==> src/rtl/alu_arbiter_pkg.sv <==
// Shared definitions for the two-requester ALU arbiter and its ALU.
// Holds the opcodes, FSM encoding and datapath width so each has one definition.
package alu_arbiter_pkg;

  localparam int DATA_W = 8;

  localparam logic [3:0] ALU_OP_ADD = 4'd0;
  localparam logic [3:0] ALU_OP_SUB = 4'd1;
  localparam logic [3:0] ALU_OP_MUL = 4'd2;
  localparam logic [3:0] ALU_OP_DIV = 4'd3;
  localparam logic [3:0] ALU_OP_MOD = 4'd4;
  localparam logic [3:0] ALU_OP_NOT = 4'd5;
  localparam logic [3:0] ALU_OP_AND = 4'd6;
  localparam logic [3:0] ALU_OP_OR  = 4'd7;
  localparam logic [3:0] ALU_OP_XOR = 4'd8;

  localparam logic [1:0] ST_IDLE = 2'd0;
  localparam logic [1:0] ST_EXEC = 2'd1;
  localparam logic [1:0] ST_RESP = 2'd2;

  typedef struct packed {
    logic              id;
    logic [3:0]        op;
    logic [DATA_W-1:0] a;
    logic [DATA_W-1:0] b;
  } alu_req_t;

endpackage

==> src/rtl/alu_arbiter_alu.sv <==
// Combinational 8-bit ALU shared by both requesters; covers opcodes ADD through OR.
module alu
  import alu_arbiter_pkg::*;
(
  input  logic [3:0]        op_i,
  input  logic [DATA_W-1:0] a_i,
  input  logic [DATA_W-1:0] b_i,
  output logic [DATA_W-1:0] y_o
);

  always_comb begin
    y_o = '0;
    case (op_i)
      ALU_OP_ADD: y_o = a_i + b_i;
      ALU_OP_SUB: y_o = a_i - b_i;
      ALU_OP_MUL: y_o = a_i * b_i;
      // Zero divisor yields 0 so the output never goes unknown.
      ALU_OP_DIV: y_o = (b_i == '0) ? '0 : a_i / b_i;
      ALU_OP_MOD: y_o = (b_i == '0) ? '0 : a_i % b_i;
      ALU_OP_NOT: y_o = ~a_i;
      ALU_OP_AND: y_o = a_i & b_i;
      ALU_OP_OR:  y_o = a_i | b_i;
      default:    y_o = '0;
    endcase
  end

endmodule

==> src/rtl/alu_arbiter.sv <==
// Two-requester front end for the shared ALU: arbitrates, registers operands,
// executes one operation at a time and returns a tagged response.
module alu_arbiter
  import alu_arbiter_pkg::*;
#(
  parameter bit         RR_ENABLE = 1'b1,
  parameter logic [3:0] OP_MAX    = 4'd8
) (
  input  logic              clk,
  input  logic              rst,
  input  logic              req0_valid,
  output logic              req0_ready,
  input  logic [3:0]        req0_op,
  input  logic [DATA_W-1:0] req0_a,
  input  logic [DATA_W-1:0] req0_b,
  input  logic              req1_valid,
  output logic              req1_ready,
  input  logic [3:0]        req1_op,
  input  logic [DATA_W-1:0] req1_a,
  input  logic [DATA_W-1:0] req1_b,
  output logic              rsp_valid,
  input  logic              rsp_ready,
  output logic              rsp_id,
  output logic [DATA_W-1:0] rsp_data,
  output logic              rsp_err,
  output logic              busy,
  output logic [1:0]        state_o
);

  // Handshakes: a request transfers in the cycle reqN_valid && reqN_ready; a
  // response transfers in the cycle rsp_valid && rsp_ready. reqN_ready is a
  // combinational grant pulse and only ever rises while IDLE.

  logic [1:0]        state_q, state_d;
  alu_req_t          req_q, req_d;
  logic              rr_last_q, rr_last_d;
  logic              rsp_id_q, rsp_id_d;
  logic [DATA_W-1:0] rsp_data_q, rsp_data_d;
  logic              rsp_err_q, rsp_err_d;

  logic              any_valid;
  logic              grant_id;
  logic              grant;
  logic [DATA_W-1:0] alu_y;
  logic              exec_err;
  logic [DATA_W-1:0] exec_data;

  always_comb begin
    any_valid = req0_valid | req1_valid;
    if (req0_valid && req1_valid) begin
      grant_id = RR_ENABLE ? ~rr_last_q : 1'b0;
    end else begin
      grant_id = req1_valid;
    end
  end

  assign grant      = (state_q == ST_IDLE) && any_valid;
  assign req0_ready = grant && !grant_id;
  assign req1_ready = grant && grant_id;

  alu u_alu (
    .op_i (req_q.op),
    .a_i  (req_q.a),
    .b_i  (req_q.b),
    .y_o  (alu_y)
  );

  // Errors override the raw ALU output; XOR is computed locally.
  always_comb begin
    exec_err = ((req_q.op == ALU_OP_DIV || req_q.op == ALU_OP_MOD) && req_q.b == '0)
               || (req_q.op > OP_MAX);
    if (exec_err) begin
      exec_data = '0;
    end else if (req_q.op == ALU_OP_XOR) begin
      exec_data = req_q.a ^ req_q.b;
    end else begin
      exec_data = alu_y;
    end
  end

  always_comb begin
    state_d    = state_q;
    req_d      = req_q;
    rr_last_d  = rr_last_q;
    rsp_id_d   = rsp_id_q;
    rsp_data_d = rsp_data_q;
    rsp_err_d  = rsp_err_q;
    case (state_q)
      ST_IDLE: begin
        if (any_valid) begin
          req_d.id  = grant_id;
          req_d.op  = grant_id ? req1_op : req0_op;
          req_d.a   = grant_id ? req1_a  : req0_a;
          req_d.b   = grant_id ? req1_b  : req0_b;
          rr_last_d = grant_id;
          state_d   = ST_EXEC;
        end
      end
      ST_EXEC: begin
        rsp_id_d   = req_q.id;
        rsp_data_d = exec_data;
        rsp_err_d  = exec_err;
        state_d    = ST_RESP;
      end
      ST_RESP: begin
        if (rsp_ready) begin
          state_d = ST_IDLE;
        end
      end
      default: state_d = ST_IDLE;
    endcase
  end

  always_ff @(posedge clk or posedge rst) begin
    if (rst) begin
      state_q    <= ST_IDLE;
      req_q      <= '0;
      rr_last_q  <= 1'b1;
      rsp_id_q   <= 1'b0;
      rsp_data_q <= '0;
      rsp_err_q  <= 1'b0;
    end else begin
      state_q    <= state_d;
      req_q      <= req_d;
      rr_last_q  <= rr_last_d;
      rsp_id_q   <= rsp_id_d;
      rsp_data_q <= rsp_data_d;
      rsp_err_q  <= rsp_err_d;
    end
  end

  assign rsp_valid = (state_q == ST_RESP);
  assign rsp_id    = rsp_id_q;
  assign rsp_data  = rsp_data_q;
  assign rsp_err   = rsp_err_q;
  assign busy      = (state_q != ST_IDLE);
  assign state_o   = state_q;

endmodule
==> config.mk <==
export PLATFORM = sky130hd
export DESIGN_NAME = alu_arbiter
export DESIGN_NICKNAME = d
export VERILOG_FILES = /design/src/rtl/alu_arbiter_pkg.sv /design/src/rtl/alu_arbiter_alu.sv /design/src/rtl/alu_arbiter.sv
export SDC_FILE = /design/constraint.sdc
export NUM_CORES = 1
export LEC_CHECK = 0
export BUFFER_PORTS_ARGS = -buffer_cell sky130_fd_sc_hd__buf_2
export CORE_MARGIN = 3
export CORE_UTILIZATION = 30
export DETAILED_ROUTE_END_ITERATION = 12
export GPL_TIMING_DRIVEN = 0
export HOLD_SLACK_MARGIN = 0.03
export PLACE_DENSITY = 0.56
export SETUP_SLACK_MARGIN = 0.2
export SLEW_MARGIN = 20
export SYNTH_ARGS = -nofsm -noshare
export SYNTH_HDL_FRONTEND = slang
export SYNTH_SLANG_ARGS = --single-unit
==> constraint.sdc <==
create_clock -name clk -period 15.4 [get_ports clk]
set_clock_uncertainty 0.2 [all_clocks]
set_input_delay 0.77 -clock clk [delete_from_list [all_inputs] [get_ports clk]]
set_output_delay 0.77 -clock clk [all_outputs]
set_load 0.01 [all_outputs]
# Word-level counts from Yosys, hierarchy flattened
# Index checks and enable logic that the tools add are counted.
[word_totals] output_inout_bits=16 mem_bits_ro=0 mem_count=0 latchBits=0 ram_bits=0 wordCells=59 reg_bits=34 in_bits=45
[classes] shift=0 add_sub_neg=2 div=2 n_reduce_logical=14 n_mux=12 multipliers=1 n_bitwise=6 order_cmp=1 n_eq_ne=12
[op_table] operator="$pmux W8 S8" count=1
[op_table] operator="$mux W8" count=6
[op_table] operator="$eq A4 B3 Y1 const B" count=4
[op_table] operator="$add A8 B8 Y8" count=1
[op_table] operator="$and A8 B8 Y8" count=1
[op_table] operator="$div A8 B8 Y8" count=1
[op_table] operator="$eq A4 B2 Y1 const B" count=2
[op_table] operator="$logic_not A8 Y1" count=1
[op_table] operator="$mod A8 B8 Y8" count=1
[op_table] operator="$mul A8 B8 Y8" count=1
[op_table] operator="$not A8 Y8" count=1
[op_table] operator="$or A8 B8 Y8" count=1
[op_table] operator="$sub A8 B8 Y8" count=1
[op_table] operator="$xor A8 B8 Y8" count=1
[op_table] operator="$pmux W2 S3" count=1
[op_table] operator="$logic_and A1 B1 Y1" count=5
[op_table] operator="$eq A4 B1 Y1 const B" count=1
[op_table] operator="$eq A4 B4 Y1 const B" count=1
[op_table] operator="$gt A4 B4 Y1 const B" count=1
[op_table] operator="$logic_not A4 Y1" count=1
[op_table] operator="$mux W2" count=2
[op_table] operator="$mux W4" count=1
[op_table] operator="$reduce_and A2 Y1" count=2
[op_table] operator="$eq A2 B1 Y1 const B" count=1
[op_table] operator="10 further kinds" count=11

# Depth between registers and ports, before layout
# Gate-level depths: netlist of the first run.
[logic_depth] depth_word=5 ltp_mapped=50 ltp_nobuf=48

# Cells and area by module
# From an unflattened synthesis of the first run, not the netlist that was laid out.
[hier_totals] hier_cells=650 area_unflattened_um2=5386.4
[by_module_without_submodules] mod="alu" n_inst=1 area_per_inst_um2=3703.6 cells_each=502 seq_area_each_um2=0.0
[by_module_without_submodules] mod="alu_arbiter" n_inst=1 area_per_inst_um2=1682.9 cells_each=148 seq_area_each_um2=852.1

# Worst setup path before layout of the first run
# OpenSTA, ideal clock, no wires.
[synth_timing] path_type="flip-flop to flip-flop" from="register req_q[0] in the netlist's numbering" to="register rsp_data_q[2], in the netlist rsp_data[2]" path_slack_ps=4156 path_buffers=2 path_stages_with_launch=48 synth_period_minus_slack_ps=11244 setup_time_ps=67 required_ps=15133 arrival_ps=10976 path_cell_list="dfrtp_1 inv_1 ha_1 o21bai_1 nor2_1 nor2_1 a21oi_1 ha_1 o21ai_0 a311o_1 a22o_2 ha_1 o211ai_1 a211oi_4 nor3_1 or2_2 ha_1 a21o_1 [12 not listed] o31a_1 clkbuf_1 mux2_2 ha_1 o21ai_0 a2111oi_0 o31ai_1 buf_4 o21ai_0 inv_1 fa_1 nand2b_1 a21oi_1 o21ai_0 a21o_1 a21boi_0 a32o_1 a311o_1"
[synth_via] elab_chain_len=5 word_cells_on_any_way=13 cone_classes="2 x add/sub; 1 x mul; 2 x div; 5 x mux; 3 x reduce/logical"
[synth_lines] item="from (decl)" line_no="alu_arbiter.sv:35" rtl="alu_req_t req_q, req_d;"
[synth_lines] item="from (signal assigned)" line_no="alu_arbiter.sv:124" rtl="req_q <= req_d;"
[synth_lines] item="$mod A8 B8 Y8, or another cell as far along" line_no="alu_arbiter_alu.sv:19" rtl="ALU_OP_MOD: y_o = (b_i == '0) ? '0 : a_i % b_i;"
[synth_lines] item="$mux W8, on equally long branches" line_no="alu_arbiter_alu.sv:19, alu_arbiter_alu.sv:18"
[synth_lines] item="$pmux W8 S8" line_no="alu_arbiter_alu.sv:13" rtl="case (op_i)"
[synth_lines] item="$mux W8" line_no="alu_arbiter.sv:74" rtl="end else if (req_q.op == ALU_OP_XOR) begin"
[synth_lines] item="$mux W8 (*)" line_no="alu_arbiter.sv:72" rtl="if (exec_err) begin"
[synth_lines] item="to (signal assigned)" line_no="alu_arbiter.sv:127" rtl="rsp_data_q <= rsp_data_d;"
[synth_lines] item="to (decl)" line_no="alu_arbiter.sv:38" rtl="logic [DATA_W-1:0] rsp_data_q, rsp_data_d;"
# Mark *: on every way between the ends. The rest lies on a longest branch, timed or not.
# A chain may end at the register's enable or synchronous reset.

# Worst setup path after layout of the first run
# Same ends and word-level chain as after synthesis.

==> out/qor.txt, run 1 <==
CTS H-tree lvls: 2
Met1 Wirelength: 7.75 mm
FP Rows: 48
Hold WC Path Type: in -> async
GRT Residual Overflow: 0
Die area: 19400 µm²
Worst Setup SP: req_q[0]$_DFFE_PP0P_
Post-synth EDFFs: 0
DR iter-0 viols: 347
Synth Area in Compound Gates: 0.252
CTS Hold Bufs: 0
Placed Area: 5940 µm²
Slew Limit Headroom: 0.401
Outcome: complete, no violations
Die width: 139 µm
Uppermost layer routed: met4
CTS tree: built
Element type at the critical path end: flop
I/O Pins: 61
#FFs+latches synth: 34
Clock Latency Late Sink: 0.28 ns
Met2 routed WL: 7.39 mm
Reg2Reg Setup Slack: 1.38 ns
Cts bufs inserted: 5
Worst path most repeated cell: ha_1
First-pass GRT wire length: 26.2 mm
CP max FO: 12
CP Class: reg -> reg
Initial core utilization: 0.308
Post-synthesis xor/xnor area fraction: 0.0708
Post-synth top area share: 0.185
Share of cells above drive strength 1: 0.149
Mean Syn Cell Area: 8.39 µm²
Crit path time final: 14.02 ns
WP data arrival: 14.04 ns
Clock transition at path regs: 0.06 ns
Input/output buffers: 60
Leading area contributor after synthesis: ha_1
Setup violations, final: 0
Distinct cells, synth: 77
Slew @ Worst Pin: 0.890 ns
Post-CTS Setup Inserts: 0
Vias: 5082
Multi-input gate area: 4020 µm²
Clock Tree Buf Depth: 2
TritonRoute pass-1 iters: 5
Worst reg2reg path depth: 50
Seq/Total Area, Yosys: 0.160
Crit-path slowest cell: dfrtp_1
Unrepaired setup endpoints after global routing: no
Final core utilization: 0.352
Final-report hold violation count: 0
Ys flop type: dfrtp_1
Mux cell area share after synthesis: 0.0384
Register area: 852 µm²
FF-to-FF Start: req_q[0]$_DFFE_PP0P_
Ranking of synthesized cells by area: ha_1 19%, dfrtp_1 15%, inv_1 5.6%
Via-to-Cell Ratio: 5.46
Worst R2R End: rsp_data[2]$_DFFE_PP0N_
Vias in the first global route: 4750
Largest family of logic cells by synthesized area: compound AO/OA/AOI/OAI gates
Final Net Count: 842
Fillcell total: 1807
Hpwl dp: 13.0 mm
Die height: 139 µm
Critical path required time: 15.42 ns
Root Buffer: clkbuf_16
Core footprint: 17400 µm²
Slew Limit Fails: 0
Initial antenna violation count: 0
CTS resizes: 0
Max Cap Viol: 0
Pin count of the biggest net entering global routing: 29
Ant diodes: 0
Detail Route met3 WL: 897 µm
Routed wire length per instance: 17.8 µm
CTS Sinks: 34
Synth warnings: 0
FMAX: 71.3 MHz
Post-synthesis cell area: 5340 µm²
WL final: 16.5 mm
Final ANT Viol Nets: 0
Setup TNS: 0 ns
Final worst-path cycle share: 0.910
Synth Area in Adders: 0.238
GRT Util Overall: 0.168
Critical Path Sink: rsp_data[2]$_DFFE_PP0N_
Post-route DRC violation count: 0
CP startpoint kind: flop
Critical Path Max Stage Delay: 0.71 ns
Syn Nets: 774
P&R area growth vs syn: 14.6%
Final Cell Area: 6120 µm²
Syn Inst Count: 636
RePlAce Congestion: 0.850
Post-Synth Simple-Gate Area: 0.152
Asr flop ratio synth: 1.00
Yosys cell counts, types with 7 or more instances:
cell type / number
xnor2_1: 31
nor3_1: 20
xor2_1: 7
mux2i_1: 16
nand2_1: 34
ha_1: 79
a21o_1: 13
nor2_1: 55
o21ai_0: 22
a211oi_1: 10
a22oi_1: 9
dfrtp_1: 33
clkbuf_1: 18
inv_1: 79
fa_1: 14
a21oi_1: 32
a222oi_1: 20
o21a_1: 11
nand2b_1: 8
how the worst min path moves through the flow:
stage,start,to,slack (ns)
2_1_floorplan,req_q[20]$_DFFE_PP0P_,req_q[20]$_DFFE_PP0P_,0.25
3_3_place_gp,req_q[20]$_DFFE_PP0P_,req_q[20]$_DFFE_PP0P_,0.27
3_5_place_dp,req_q[20]$_DFFE_PP0P_,req_q[20]$_DFFE_PP0P_,0.27
4_1_cts,rst,rsp_data[3]$_DFFE_PP0N_,0.19
5_1_grt,rst,rsp_data[3]$_DFFE_PP0N_,0.19
6_report,rst,rsp_data[3]$_DFFE_PP0N_,0.18
worst max-delay path, delay by kind of cell, from the launching register on:
kind                     cells  cell delay [ns]
AO/OA/AOI/OAI               26             6.34
AND/OR/NAND/NOR             10             2.19
flip-flops                   1             0.71
adder cells (fa/ha/maj)      8             2.75
buffers and inverters        5             1.39
multiplexers                 1             0.36
metrics by stage:
step	hold WS (ns)	std cells	worst slack (ns)
after floorplan	0.246	636	4.16
after global placement	0.268	921	1.49
after detailed placement	0.272	922	1.52
after CTS	0.186	930	1.50
after global routing	0.194	930	0.251
final	0.184	930	1.38
registers in the layout (all words and copies together) (netlist names):
signal and flops:
rsp_id 1, state_o 2, req_q 21, rsp_data 8, rr_last_q 1, rsp_err 1
cells in the final DEF, fill, tap and decap left out, types with 5 or more instances in the layout:
cell type / count
o21a_1: 11
a211oi_1: 10
clkbuf_16: 5
nor2_1: 55
nor3_1: 20
a21o_1: 13
dfrtp_1: 33
a22oi_1: 9
fa_1: 14
xnor2_1: 31
nand2b_1: 8
o211ai_1: 6
ha_1: 79
nor2b_1: 5
clkbuf_1: 18
buf_2: 60
o31ai_1: 6
nand2_1: 34
xor2_1: 7
inv_1: 78
or2_2: 5
o21ai_0: 22
a21oi_1: 32
a222oi_1: 20
a221oi_1: 5
mux2i_1: 16
layer usage:
| metal | track usage | up-vias |
|---|---|---|
| li1 | - | 2463 |
| met1 | 0.240 | 2418 |
| met2 | 0.266 | 167 |
| met3 | 0.0162 | 34 |
| met4 | 0.0561 | 0 |
| met5 | 0 | - |
area by class of cell:
type	instances	area share
buffer	27	0.0290
clock buffer	5	0.0205
clock inverter	3	0.00736
inverter	80	0.0491
multi-input combinational	495	0.656
sequential	34	0.139
tap	225	0.0460
timing repair buffer	61	0.0524
logic make-up after synthesis:
kind of cell	count (synthesis)
XOR/XNOR	40
flip-flops	34
AND/OR/NAND/NOR	163
adder cells (fa/ha/maj)	93
AO/OA/AOI/OAI	179
multiplexers	20
buffers and inverters	107
Power of run 1 is not shown: default switching activity piles up to over one toggle a cycle in this logic, so the estimate is an artifact.
==> inputs of run 2 (changes only) <==
CORE_UTILIZATION = 55   (was 30)
PLACE_DENSITY = 0.85   (was 0.56)
==> out/qor.txt, run 2 (synthesis results as in run 1) <==
Outcome: complete, no violations
Routed wire length per instance: 19.7 µm (+11%)
Crit path max-delay family: compound AO/OA/AOI/OAI gates
Pin count of the biggest net entering global routing: 35 (+21%)
WL final: 16.4 mm (-0.91%)
CTS H-tree lvls: 2 (unchanged)
Top reg by flops: req_q
Finished Layout Cells: 833 (-10%)
FMAX: 70.5 MHz (-1.2%)
Unrepaired setup endpoints after global routing: no
Worst R2R End: rsp_data[2]$_DFFE_PP0N_
Worst reg2reg path depth: 50 (unchanged)
RePlAce Congestion: 1.02 (+20%)
Placed insts: 825 (-11%)
CTS resizes: 0 (unchanged)
Vias in the first global route: 5371 (+13%)
GRT Residual Overflow: 0 (unchanged)
Vias: 5328 (+4.8%)
Max FFs per register: 21 (unchanged)
Final-report hold violation count: 0 (unchanged)
Crit path depth: 50 (unchanged)
WP data arrival: 14.21 ns (+0.17 ns)
Slew Limit Headroom: 0.342 (-0.0595)
Via-to-Cell Ratio: 6.40 (+17%)
Crit path time final: 14.18 ns (+0.166 ns)
Ant diodes: 0 (unchanged)
Element type at the critical path end: flop
Post-route DRC violation count: 0 (unchanged)
Slew @ Worst Pin: 0.978 ns (+0.0885 ns)
Share of cells above drive strength 1: 0.146 (-0.00263)
Cts bufs inserted: 5 (unchanged)
WP buf/inv: 5 (unchanged)
Final worst-path cycle share: 0.921 (+0.0108)
FF-to-FF Start: req_q[0]$_DFFE_PP0P_
Hpwl dp: 13.0 mm (-0.44%)
Final ANT Viol Nets: 0 (unchanged)
Input/output buffers: 60 (unchanged)
Slew Limit Fails: 0 (unchanged)
GRT Util Overall: 0.303 (+0.135)
Critical path required time: 15.43 ns (about the same)
Most frequent cells in the layout: 79 x ha_1, 78 x inv_1, 60 x buf_2
Worst path most repeated cell: ha_1
CP startpoint kind: flop
CP Class: reg -> reg
Initial antenna violation count: 0 (unchanged)
Setup TNS: 0 ns (unchanged)
Die area: 10900 µm² (-44%)
Setup violations, final: 0 (unchanged)
Die width: 105 µm (-25%)
P&R area growth vs syn: 10.9%
Core footprint: 9330 µm² (-46%)
Post-CTS Setup Inserts: 0 (unchanged)
Clock Latency Late Sink: 0.29 ns (about the same)
DR iter-0 viols: 466 (+34%)
Critical Path Max Stage Delay: 0.76 ns (+0.05 ns)
Die height: 105 µm (-25%)
Critical Path Sink: rsp_data[2]$_DFFE_PP0N_
Hold WC Path Type: reg -> reg
Root Buffer: clkbuf_8
Commonest non-fill, non-tap cell in the layout: ha_1
Initial core utilization: 0.572 (+0.265)
Clock Tree Buf Depth: 2 (unchanged)
Crit-path slowest cell: a2111oi_0
Final Net Count: 841 (-0.12%)
Reg2Reg Setup Slack: 1.22 ns (-0.17 ns)
Clock transition at path regs: 0.07 ns (about the same)
I/O Pins: 61 (unchanged)
CTS Hold Bufs: 0 (unchanged)
FP Rows: 35 (-27%)
Worst Setup SP: req_q[0]$_DFFE_PP0P_
CTS tree: built
First-pass GRT wire length: 26.7 mm (+2.0%)
Max Cap Viol: 0 (unchanged)
CTS Sinks: 34 (unchanged)
TritonRoute pass-1 iters: 6 (+1)
CP max FO: 12 (unchanged)
-- run 2: cell types whose count changed in the layout (fill, tap and decap cells not counted), sizes merged --
cell | before | now
clkbuf | 23 | 25
buf | 67 | 66
clkinvlp | 2 | 0
-- run 2: metal layers --
layer / share of wire / up-vias / wire (µm) / track usage
met5: 0 / - / 0 / 0
met4: 0.031 / 0 / 508 / 0.129
met2: 0.48 / 269 / 7840 / 0.521
met3: 0.069 / 45 / 1140 / 0.0298
met1: 0.42 / 2559 / 6910 / 0.385
li1: - / 2455 / - / -
-- run 2: worst min path at each step --
stage,slack [ns],from,endpoint,cells past startpoint
after floorplan,0.25,req_q[20]$_DFFE_PP0P_,req_q[20]$_DFFE_PP0P_,1
after global placement,0.26,req_q[20]$_DFFE_PP0P_,req_q[20]$_DFFE_PP0P_,1
after detailed placement,0.28,req_q[20]$_DFFE_PP0P_,req_q[20]$_DFFE_PP0P_,1
after CTS,0.29,req_q[20]$_DFFE_PP0P_,req_q[20]$_DFFE_PP0P_,1
after global routing,0.32,req_q[20]$_DFFE_PP0P_,req_q[20]$_DFFE_PP0P_,1
final,0.28,req_q[20]$_DFFE_PP0P_,req_q[20]$_DFFE_PP0P_,1
-- run 2: area by class of cell --
type | instances | area, µm²
buffer | 27 | 178
clock buffer | 7 | 86.3
clock inverter | 1 | 30.0
fill | 806 | 3400
inverter | 80 | 300
multi-input combinational | 495 | 4020
sequential | 34 | 852
tap | 129 | 161
timing repair buffer | 60 | 300
-- run 2: stage by stage --
stage | cell area, µm² | setup slack, ns | utilization | hold slack (ns)
floorplan | 5340 | 4.16 | - | 0.246
global placement | 5800 | 2.17 | 0.622 | 0.258
detailed placement | 5800 | 1.59 | 0.622 | 0.280
CTS | 5920 | 1.56 | 0.634 | 0.294
global route | 5920 | 0.217 | 0.635 | 0.318
finish | 5920 | 1.22 | 0.635 | 0.283
Power of run 2 is left out for the same reason.
